**src/rtl/axi4_lite_slave_if_if.sv**
```systemverilog
// rtl/axi4_lite_slave_if_if.sv - AXI4-Lite bus bundle between a master and axi4_lite_slave_if
interface axi4_lite_slave_if_if;
  logic [31:0] S_AXI_AWADDR;
  logic [2:0]  S_AXI_AWPROT;
  logic        S_AXI_AWVALID;
  logic        S_AXI_AWREADY;
  logic [31:0] S_AXI_WDATA;
  logic [3:0]  S_AXI_WSTRB;
  logic        S_AXI_WVALID;
  logic        S_AXI_WREADY;
  logic [1:0]  S_AXI_BRESP;
  logic        S_AXI_BVALID;
  logic        S_AXI_BREADY;
  logic [31:0] S_AXI_ARADDR;
  logic [2:0]  S_AXI_ARPROT;
  logic        S_AXI_ARVALID;
  logic        S_AXI_ARREADY;
  logic [31:0] S_AXI_RDATA;
  logic [1:0]  S_AXI_RRESP;
  logic        S_AXI_RVALID;
  logic        S_AXI_RREADY;

  modport master (
    output S_AXI_AWADDR, S_AXI_AWPROT, S_AXI_AWVALID,
    input  S_AXI_AWREADY,
    output S_AXI_WDATA, S_AXI_WSTRB, S_AXI_WVALID,
    input  S_AXI_WREADY,
    input  S_AXI_BRESP, S_AXI_BVALID,
    output S_AXI_BREADY,
    output S_AXI_ARADDR, S_AXI_ARPROT, S_AXI_ARVALID,
    input  S_AXI_ARREADY,
    input  S_AXI_RDATA, S_AXI_RRESP, S_AXI_RVALID,
    output S_AXI_RREADY
  );

  modport slave (
    input  S_AXI_AWADDR, S_AXI_AWPROT, S_AXI_AWVALID,
    output S_AXI_AWREADY,
    input  S_AXI_WDATA, S_AXI_WSTRB, S_AXI_WVALID,
    output S_AXI_WREADY,
    output S_AXI_BRESP, S_AXI_BVALID,
    input  S_AXI_BREADY,
    input  S_AXI_ARADDR, S_AXI_ARPROT, S_AXI_ARVALID,
    output S_AXI_ARREADY,
    output S_AXI_RDATA, S_AXI_RRESP, S_AXI_RVALID,
    input  S_AXI_RREADY
  );
endinterface

```
**src/rtl/axi4_lite_slave_if.sv**
```systemverilog
// rtl/axi4_lite_slave_if.sv - AXI4-Lite slave front end with window decode, round-robin and timeout
module axi4_lite_slave_if #(
  parameter logic [31:0] BASE_ADDR      = 32'h0000_0000,
  parameter logic [31:0] SIZE_BYTES     = 32'h0000_1000,
  parameter int unsigned ADDR_WIDTH     = 12,
  parameter int unsigned TIMEOUT_CYCLES = 255
) (
  input  logic                  clk,
  input  logic                  rst_n,
  axi4_lite_slave_if_if.slave   s_axi,
  output logic                  mem_req,
  output logic                  mem_wr,
  output logic [ADDR_WIDTH-1:0] mem_addr,
  output logic [31:0]           mem_wdata,
  output logic [3:0]            mem_wstrb,
  input  logic [31:0]           mem_rdata,
  input  logic                  mem_ready,
  input  logic                  mem_error
);
  typedef enum logic [2:0] {IDLE, WR_ACCESS, WR_RESP, RD_ACCESS, RD_RESP} state_t;

  localparam int CNT_W = (TIMEOUT_CYCLES > 0) ? $clog2(TIMEOUT_CYCLES + 1) : 1;
  localparam logic [CNT_W-1:0] CNT_MAX = CNT_W'(TIMEOUT_CYCLES);

  state_t            state;
  logic [CNT_W-1:0]  cnt;
  logic              prefer_wr;
  logic              aw_full, w_full, ar_full;
  logic              awready_q, wready_q, arready_q;
  logic [31:0]       aw_addr, ar_addr, w_data;
  logic [3:0]        w_strb;
  logic              bvalid_q, rvalid_q;
  logic [1:0]        bresp_q, rresp_q;
  logic [31:0]       rdata_q;

  logic        aw_hs, w_hs, ar_hs;
  logic        pick_wr, pick_rd;
  logic [31:0] req_addr, off;
  logic        in_win;
  logic        aw_full_nxt, w_full_nxt, ar_full_nxt;
  logic [1:0]  acc_resp;
  logic        unused_prot;

  assign aw_hs = s_axi.S_AXI_AWVALID && awready_q;
  assign w_hs  = s_axi.S_AXI_WVALID  && wready_q;
  assign ar_hs = s_axi.S_AXI_ARVALID && arready_q;

  // prefer_wr is cleared after a write and set after a read, so the other type wins a tie
  assign pick_wr = (state == IDLE) && aw_full && w_full && (!ar_full || prefer_wr);
  assign pick_rd = (state == IDLE) && ar_full && !pick_wr;

  assign req_addr = pick_wr ? aw_addr : ar_addr;
  assign off      = req_addr - BASE_ADDR;
  assign in_win   = (req_addr >= BASE_ADDR) && (off < SIZE_BYTES);

  assign aw_full_nxt = (aw_full && !pick_wr) || aw_hs;
  assign w_full_nxt  = (w_full  && !pick_wr) || w_hs;
  assign ar_full_nxt = (ar_full && !pick_rd) || ar_hs;

  assign acc_resp    = mem_error ? 2'b10 : 2'b00;
  assign unused_prot = ^{s_axi.S_AXI_AWPROT, s_axi.S_AXI_ARPROT};

  assign s_axi.S_AXI_AWREADY = awready_q;
  assign s_axi.S_AXI_WREADY  = wready_q;
  assign s_axi.S_AXI_ARREADY = arready_q;
  assign s_axi.S_AXI_BVALID  = bvalid_q;
  assign s_axi.S_AXI_BRESP   = bresp_q;
  assign s_axi.S_AXI_RVALID  = rvalid_q;
  assign s_axi.S_AXI_RRESP   = rresp_q;
  assign s_axi.S_AXI_RDATA   = rdata_q;

  always_ff @(posedge clk or negedge rst_n) begin
    if (!rst_n) begin
      state     <= IDLE;
      cnt       <= '0;
      prefer_wr <= 1'b0;
      aw_full   <= 1'b0;
      w_full    <= 1'b0;
      ar_full   <= 1'b0;
      awready_q <= 1'b0;
      wready_q  <= 1'b0;
      arready_q <= 1'b0;
      aw_addr   <= '0;
      ar_addr   <= '0;
      w_data    <= '0;
      w_strb    <= '0;
      bvalid_q  <= 1'b0;
      bresp_q   <= 2'b00;
      rvalid_q  <= 1'b0;
      rresp_q   <= 2'b00;
      rdata_q   <= '0;
      mem_req   <= 1'b0;
      mem_wr    <= 1'b0;
      mem_addr  <= '0;
      mem_wdata <= '0;
      mem_wstrb <= '0;
    end else begin
      aw_full   <= aw_full_nxt;
      w_full    <= w_full_nxt;
      ar_full   <= ar_full_nxt;
      awready_q <= !aw_full_nxt;
      wready_q  <= !w_full_nxt;
      arready_q <= !ar_full_nxt;
      if (aw_hs) aw_addr <= s_axi.S_AXI_AWADDR;
      if (ar_hs) ar_addr <= s_axi.S_AXI_ARADDR;
      if (w_hs) begin
        w_data <= s_axi.S_AXI_WDATA;
        w_strb <= s_axi.S_AXI_WSTRB;
      end

      case (state)
        IDLE: begin
          if (pick_wr || pick_rd) begin
            cnt <= '0;
            if (!in_win) begin
              if (pick_wr) begin
                state    <= WR_RESP;
                bvalid_q <= 1'b1;
                bresp_q  <= 2'b11;
              end else begin
                state    <= RD_RESP;
                rvalid_q <= 1'b1;
                rresp_q  <= 2'b11;
                rdata_q  <= '0;
              end
            end else begin
              state     <= pick_wr ? WR_ACCESS : RD_ACCESS;
              mem_req   <= 1'b1;
              mem_wr    <= pick_wr;
              mem_addr  <= {off[ADDR_WIDTH-1:2], 2'b00};
              mem_wdata <= pick_wr ? w_data : 32'h0;
              mem_wstrb <= pick_wr ? w_strb : 4'h0;
            end
          end
        end
        WR_ACCESS, RD_ACCESS: begin
          if (mem_ready) begin
            mem_req <= 1'b0;
            if (state == WR_ACCESS) begin
              state    <= WR_RESP;
              bvalid_q <= 1'b1;
              bresp_q  <= acc_resp;
            end else begin
              state    <= RD_RESP;
              rvalid_q <= 1'b1;
              rresp_q  <= acc_resp;
              rdata_q  <= mem_rdata;
            end
          end else if ((TIMEOUT_CYCLES != 0) && (cnt == CNT_MAX)) begin
            // give up on the peripheral; a late mem_ready lands in IDLE and is ignored
            mem_req <= 1'b0;
            if (state == WR_ACCESS) begin
              state    <= WR_RESP;
              bvalid_q <= 1'b1;
              bresp_q  <= 2'b10;
            end else begin
              state    <= RD_RESP;
              rvalid_q <= 1'b1;
              rresp_q  <= 2'b10;
              rdata_q  <= '0;
            end
          end else begin
            cnt <= cnt + 1'b1;
          end
        end
        WR_RESP: begin
          if (s_axi.S_AXI_BREADY) begin
            bvalid_q  <= 1'b0;
            state     <= IDLE;
            prefer_wr <= 1'b0;
          end
        end
        RD_RESP: begin
          if (s_axi.S_AXI_RREADY) begin
            rvalid_q  <= 1'b0;
            state     <= IDLE;
            prefer_wr <= 1'b1;
          end
        end
        default: state <= IDLE;
      endcase
    end
  end
endmodule

```
**src/flat_wrapper.sv**
```systemverilog
// flat-port wrapper written by rule: the top's interface ports become plain ports
module axi4_lite_slave_if_flat 
#(
  parameter logic [31:0] BASE_ADDR      = 32'h0000_0000,
  parameter logic [31:0] SIZE_BYTES     = 32'h0000_1000,
  parameter int unsigned ADDR_WIDTH     = 12,
  parameter int unsigned TIMEOUT_CYCLES = 255
)
  (clk, rst_n, mem_req, mem_wr, mem_addr, mem_wdata, mem_wstrb, mem_rdata, mem_ready, mem_error, s_axi_S_AXI_AWADDR, s_axi_S_AXI_AWPROT, s_axi_S_AXI_AWVALID, s_axi_S_AXI_AWREADY, s_axi_S_AXI_WDATA, s_axi_S_AXI_WSTRB, s_axi_S_AXI_WVALID, s_axi_S_AXI_WREADY, s_axi_S_AXI_BRESP, s_axi_S_AXI_BVALID, s_axi_S_AXI_BREADY, s_axi_S_AXI_ARADDR, s_axi_S_AXI_ARPROT, s_axi_S_AXI_ARVALID, s_axi_S_AXI_ARREADY, s_axi_S_AXI_RDATA, s_axi_S_AXI_RRESP, s_axi_S_AXI_RVALID, s_axi_S_AXI_RREADY);
  axi4_lite_slave_if_if s_axi_i ();
  input  logic clk;
  input  logic rst_n;
  output logic mem_req;
  output logic mem_wr;
  output logic [ADDR_WIDTH-1:0] mem_addr;
  output logic [31:0] mem_wdata;
  output logic [3:0] mem_wstrb;
  input  logic [31:0] mem_rdata;
  input  logic mem_ready;
  input  logic mem_error;
  input wire logic [$bits(s_axi_i.S_AXI_AWADDR)-1:0] s_axi_S_AXI_AWADDR;
  input wire logic [$bits(s_axi_i.S_AXI_AWPROT)-1:0] s_axi_S_AXI_AWPROT;
  input wire logic [$bits(s_axi_i.S_AXI_AWVALID)-1:0] s_axi_S_AXI_AWVALID;
  output wire logic [$bits(s_axi_i.S_AXI_AWREADY)-1:0] s_axi_S_AXI_AWREADY;
  input wire logic [$bits(s_axi_i.S_AXI_WDATA)-1:0] s_axi_S_AXI_WDATA;
  input wire logic [$bits(s_axi_i.S_AXI_WSTRB)-1:0] s_axi_S_AXI_WSTRB;
  input wire logic [$bits(s_axi_i.S_AXI_WVALID)-1:0] s_axi_S_AXI_WVALID;
  output wire logic [$bits(s_axi_i.S_AXI_WREADY)-1:0] s_axi_S_AXI_WREADY;
  output wire logic [$bits(s_axi_i.S_AXI_BRESP)-1:0] s_axi_S_AXI_BRESP;
  output wire logic [$bits(s_axi_i.S_AXI_BVALID)-1:0] s_axi_S_AXI_BVALID;
  input wire logic [$bits(s_axi_i.S_AXI_BREADY)-1:0] s_axi_S_AXI_BREADY;
  input wire logic [$bits(s_axi_i.S_AXI_ARADDR)-1:0] s_axi_S_AXI_ARADDR;
  input wire logic [$bits(s_axi_i.S_AXI_ARPROT)-1:0] s_axi_S_AXI_ARPROT;
  input wire logic [$bits(s_axi_i.S_AXI_ARVALID)-1:0] s_axi_S_AXI_ARVALID;
  output wire logic [$bits(s_axi_i.S_AXI_ARREADY)-1:0] s_axi_S_AXI_ARREADY;
  output wire logic [$bits(s_axi_i.S_AXI_RDATA)-1:0] s_axi_S_AXI_RDATA;
  output wire logic [$bits(s_axi_i.S_AXI_RRESP)-1:0] s_axi_S_AXI_RRESP;
  output wire logic [$bits(s_axi_i.S_AXI_RVALID)-1:0] s_axi_S_AXI_RVALID;
  input wire logic [$bits(s_axi_i.S_AXI_RREADY)-1:0] s_axi_S_AXI_RREADY;
  assign s_axi_i.S_AXI_AWADDR = s_axi_S_AXI_AWADDR;
  assign s_axi_i.S_AXI_AWPROT = s_axi_S_AXI_AWPROT;
  assign s_axi_i.S_AXI_AWVALID = s_axi_S_AXI_AWVALID;
  assign s_axi_S_AXI_AWREADY = s_axi_i.S_AXI_AWREADY;
  assign s_axi_i.S_AXI_WDATA = s_axi_S_AXI_WDATA;
  assign s_axi_i.S_AXI_WSTRB = s_axi_S_AXI_WSTRB;
  assign s_axi_i.S_AXI_WVALID = s_axi_S_AXI_WVALID;
  assign s_axi_S_AXI_WREADY = s_axi_i.S_AXI_WREADY;
  assign s_axi_S_AXI_BRESP = s_axi_i.S_AXI_BRESP;
  assign s_axi_S_AXI_BVALID = s_axi_i.S_AXI_BVALID;
  assign s_axi_i.S_AXI_BREADY = s_axi_S_AXI_BREADY;
  assign s_axi_i.S_AXI_ARADDR = s_axi_S_AXI_ARADDR;
  assign s_axi_i.S_AXI_ARPROT = s_axi_S_AXI_ARPROT;
  assign s_axi_i.S_AXI_ARVALID = s_axi_S_AXI_ARVALID;
  assign s_axi_S_AXI_ARREADY = s_axi_i.S_AXI_ARREADY;
  assign s_axi_S_AXI_RDATA = s_axi_i.S_AXI_RDATA;
  assign s_axi_S_AXI_RRESP = s_axi_i.S_AXI_RRESP;
  assign s_axi_S_AXI_RVALID = s_axi_i.S_AXI_RVALID;
  assign s_axi_i.S_AXI_RREADY = s_axi_S_AXI_RREADY;
  axi4_lite_slave_if #(.BASE_ADDR(BASE_ADDR), .SIZE_BYTES(SIZE_BYTES), .ADDR_WIDTH(ADDR_WIDTH), .TIMEOUT_CYCLES(TIMEOUT_CYCLES)) u_core (.clk(clk), .rst_n(rst_n), .s_axi(s_axi_i), .mem_req(mem_req), .mem_wr(mem_wr), .mem_addr(mem_addr), .mem_wdata(mem_wdata), .mem_wstrb(mem_wstrb), .mem_rdata(mem_rdata), .mem_ready(mem_ready), .mem_error(mem_error));
endmodule
```
**config.mk**
```make
export PLATFORM = sky130hd
export DESIGN_NAME = axi4_lite_slave_if_flat
export DESIGN_NICKNAME = d
export VERILOG_FILES = /design/src/rtl/axi4_lite_slave_if_if.sv /design/src/rtl/axi4_lite_slave_if.sv /design/src/flat_wrapper.sv
export SDC_FILE = /design/constraint.sdc
export NUM_CORES = 1
export LEC_CHECK = 0
export ABC_AREA = 1
export BUFFER_PORTS_ARGS = -buffer_cell sky130_fd_sc_hd__buf_2
export CAP_MARGIN = 10
export CORE_MARGIN = 2
export CORE_UTILIZATION = 30
export DETAILED_ROUTE_END_ITERATION = 8
export PLACE_DENSITY = 0.54
export SYNTH_ARGS = -nofsm -noshare
export SYNTH_HDL_FRONTEND = slang
export SYNTH_SLANG_ARGS = --single-unit
```
**constraint.sdc**
```tcl
create_clock -name clk -period 4.9 [get_ports clk]
set_clock_uncertainty 0.2 [all_clocks]
set_input_delay 0.245 -clock clk [delete_from_list [all_inputs] [get_ports clk]]
set_output_delay 0.245 -clock clk [all_outputs]
set_load 0.02 [all_outputs]
```
==> results.toml <==
[timing]
setup_violations = 0
fmax_mhz = 315
drv_slew = 0
fin_setup_tns_ns = 0
holdWs_ns = 0.206
worstMarginPinSlew_ns = 0.884
timing.final.crit_share_pct = 64.7
rsz0062_at_grt = "no"
slew_headroom_pct = 40.8
finalHoldViolations = 0
fin_crit_ns = 3.17

[clock_tree]
clockBufferDepth = 2
cts_sinks = 200
cts_htree_levels = 4
clock_latency_ns = 0.43
cts_made_buffers = 17
cts_tree = "yes"
cts_root_buffer = "clkbuf_16"
ctsResizeCount = 0
path_clk_slew_ns = 0.08

[global_routing]
grt_max_degree = 102
grt_pass1_vias = 7137
grt_use_total_pct = 15.1
grt-ovfl-total = 0
antenna_found_initial = 1
grt_pass1_wl_mm = 37.0

[detailed_routing]
viasPerCell = 4.39
ant_nets = 0
routed_wl_mm = 22.5
avgRoutedWirePerCell_um = 13.9
drt_first_iter_violations = 450
vias = 7079
drc = 0
first_pass_iters = 5

[layout]
synthToLayoutAreaGrowth_pct = 38.2
drive_above_1_share_pct = 31.1
final_util_pct = 42.1
fin_nets = 1364
instances_no_fill = 1613

[synthesis]
synthFlopType = "dfrtp_1"
synth_common_cells = "nand2_1 (280), dfrtp_1 (200), mux2_2 (85), nor2_1 (83), nand4_1 (36)"
syn_inst = 878
yosysMostFrequentCell = "nand2_1"
yosysTopAreaCellShare_pct = 57.4
yosysTopAreaCell = "dfrtp_1"
synth-seq-cells = 200
yosysUniqueCellTypes = 37
ys_warn_count = 0
synth_area_um2 = 8720
yosysSeqAreaShare_pct = 57.4
synth_edf_count = 0
avgSynthCellArea_um2 = 9.93
netlist_top_cells_area = "dfrtp_1 (57%), nand2_1 (12%), mux2_2 (11%)"
async_reset_ff_share_pct = 100

[floorplanning]
core_um2 = 28600
ios = 238
start_util_pct = 30.5
die_x_um = 174
die_area_um2 = 30400
num_rows = 62
die_h_um = 174

[place]
post-dp-hpwl_mm = 14.0
dp.cells = 1448
numPortBuffers = 225
gp_congestion = 0.766

[pwr]
irDropWorstVdd_mv = 0.256
switching_power_uw = 1950
pwr-share-seq_pct = 42.5
power_leakage_uw = 0.00599
intPower_uw = 3580
power.density_nw_per_um2 = 459
clkPwrFrac_pct = 25.8
power_uw = 5530
pwr-share-comb_pct = 31.7
switching_share_pct = 35.3

[setup_path]
cp.required_ns = 5.02
arrival_ns = 3.29
setup.worst_path.end_class = "flop"
critical_path_class = "reg -> reg"
crit_path_start_kind = "flop"
crit_path_max_fanout = 45
rrSetupSlack_ns = 1.73

[flow_run]
max_cap_violations = 0

[outcome]
status = "finished, final reports clean"

[hold_path]
hold_path.class = "in -> async"
-- cells by family after synthesis --
| group | after synthesis | share of synthesized area (%) |
|---|---|---|
| AOI/OAI and AO/OA | 75 | 5.08 |
| xor gates and xnor gates | 5 | 0.502 |
| adders and majority gates | 2 | 0.287 |
| buffers and inverters | 81 | 4.72 |
| DFF | 200 | 57.4 |
| muxes | 85 | 11.0 |
| other | 1 | 0.0430 |
| and+or+nand+nor | 429 | 21.0 |
-- sequential cells by signal (all words and copies together), names as in the netlist, 3 cells and up --
signal                    cells
u_core.mem_wdata             32
u_core.s_axi.S_AXI_RDATA     32
u_core.w_data                32
u_core.ar_addr               30
u_core.aw_addr               30
u_core.mem_addr              10
u_core.cnt                    8
u_core.mem_wstrb              4
u_core.w_strb                 4
u_core.state                  3
-- layout by cell type, fill, tap and decap left out, types with 3 or more instances in the layout --
| cell | synthesis | layout |
|---|---|---|
| o21ai_2 | 10 | 10 |
| o21ai_1 | 16 | 16 |
| mux2_2 | 85 | 85 |
| nor2_1 | 83 | 83 |
| nand3_1 | 8 | 8 |
| dfrtp_1 | 200 | 200 |
| nand4_1 | 36 | 36 |
| inv_6 | 0 | 3 |
| buf_4 | 7 | 7 |
| nor2_4 | 3 | 4 |
| inv_8 | 0 | 4 |
| inv_1 | 29 | 29 |
| dlygate4sd3_1 | 0 | 132 |
| inv_2 | 3 | 3 |
| xor2_1 | 5 | 5 |
| nor3_1 | 4 | 4 |
| nand2_1 | 280 | 280 |
| o21ai_0 | 31 | 31 |
| nand2_2 | 3 | 3 |
| buf_2 | 3 | 224 |
| a21oi_1 | 12 | 12 |
| clkbuf_16 | 0 | 17 |
| clkinvlp_4 | 0 | 3 |
-- power by group through the flow --
stage / logic, µW / clock network, µW / registers, µW
2_1_floorplan: 1250 / 0 / 2380
3_3_place_gp: 1670 / 0 / 2360
3_5_place_dp: 1690 / 0 / 2380
4_1_cts: 1780 / 1490 / 2350
5_1_grt: 1960 / 1560 / 2410
6_report: 1750 / 1430 / 2350
-- worst paths after layout --
path,start,end,cells after the start
min reg2reg,u_core.s_axi.S_AXI_RDATA[31]$_DFFE_PN0P_,u_core.s_axi.S_AXI_RDATA[31]$_DFFE_PN0P_,2
min,rst_n,u_core.s_axi.S_AXI_RDATA[2]$_DFFE_PN0P_,2
max in group asynchronous,rst_n,u_core.w_data[3]$_DFFE_PN0P_,3
max reg2reg,u_core.state[2]$_DFFE_PN0P_,u_core.s_axi.S_AXI_RDATA[13]$_DFFE_PN0P_,8
min in group clk,s_axi_S_AXI_WVALID,u_core.w_full$_DFF_PN0_,4
max,u_core.state[2]$_DFFE_PN0P_,u_core.s_axi.S_AXI_RDATA[13]$_DFFE_PN0P_,8
-- what timing repair did --
action | CTS | global route
setup buffers | 0 | 0
hold endpoints to repair | 231 | 0
hold buffers | 132 | 0
-- metal layers --
layer	GRT usage (%)	up-vias	wire (µm)
met5	0	-	0
met3	3.52	27	1290
li1	-	3535	-
met4	5.36	0	521
met1	19.9	3322	10200
met2	24.4	195	10400
-- critical path, cell delays in order (launching register included) --
cell,delay [ns]
dfrtp_1,0.41
inv_2,0.12
nand2_2,0.50
inv_1,0.40
nor2_1,0.12
inv_2,0.52
nand3_4,0.50
nand2_1,0.19
nand2_1,0.06
-- metrics by stage --
stage                     instance area (µm²)  setup WS (ns)
after floorplan                          8720           3.01
after global placement                  10100           1.78
after detailed placement                10100           1.78
after CTS                               12000           1.76
after global routing                    12000           1.45
final                                   12000           1.73
-- area by class of cell --
cell class / count / area [µm²]
inverter: 33 / 126
clock buffer: 17 / 425
fill: 2761 / 16600
sequential: 200 / 5000
timing repair buffer: 365 / 2530
multi-input combinational: 598 / 3320
clock inverter: 15 / 159
tap: 384 / 480
antenna: 1 / 2.50
Note: power is estimated with default switching activity, not from simulation.
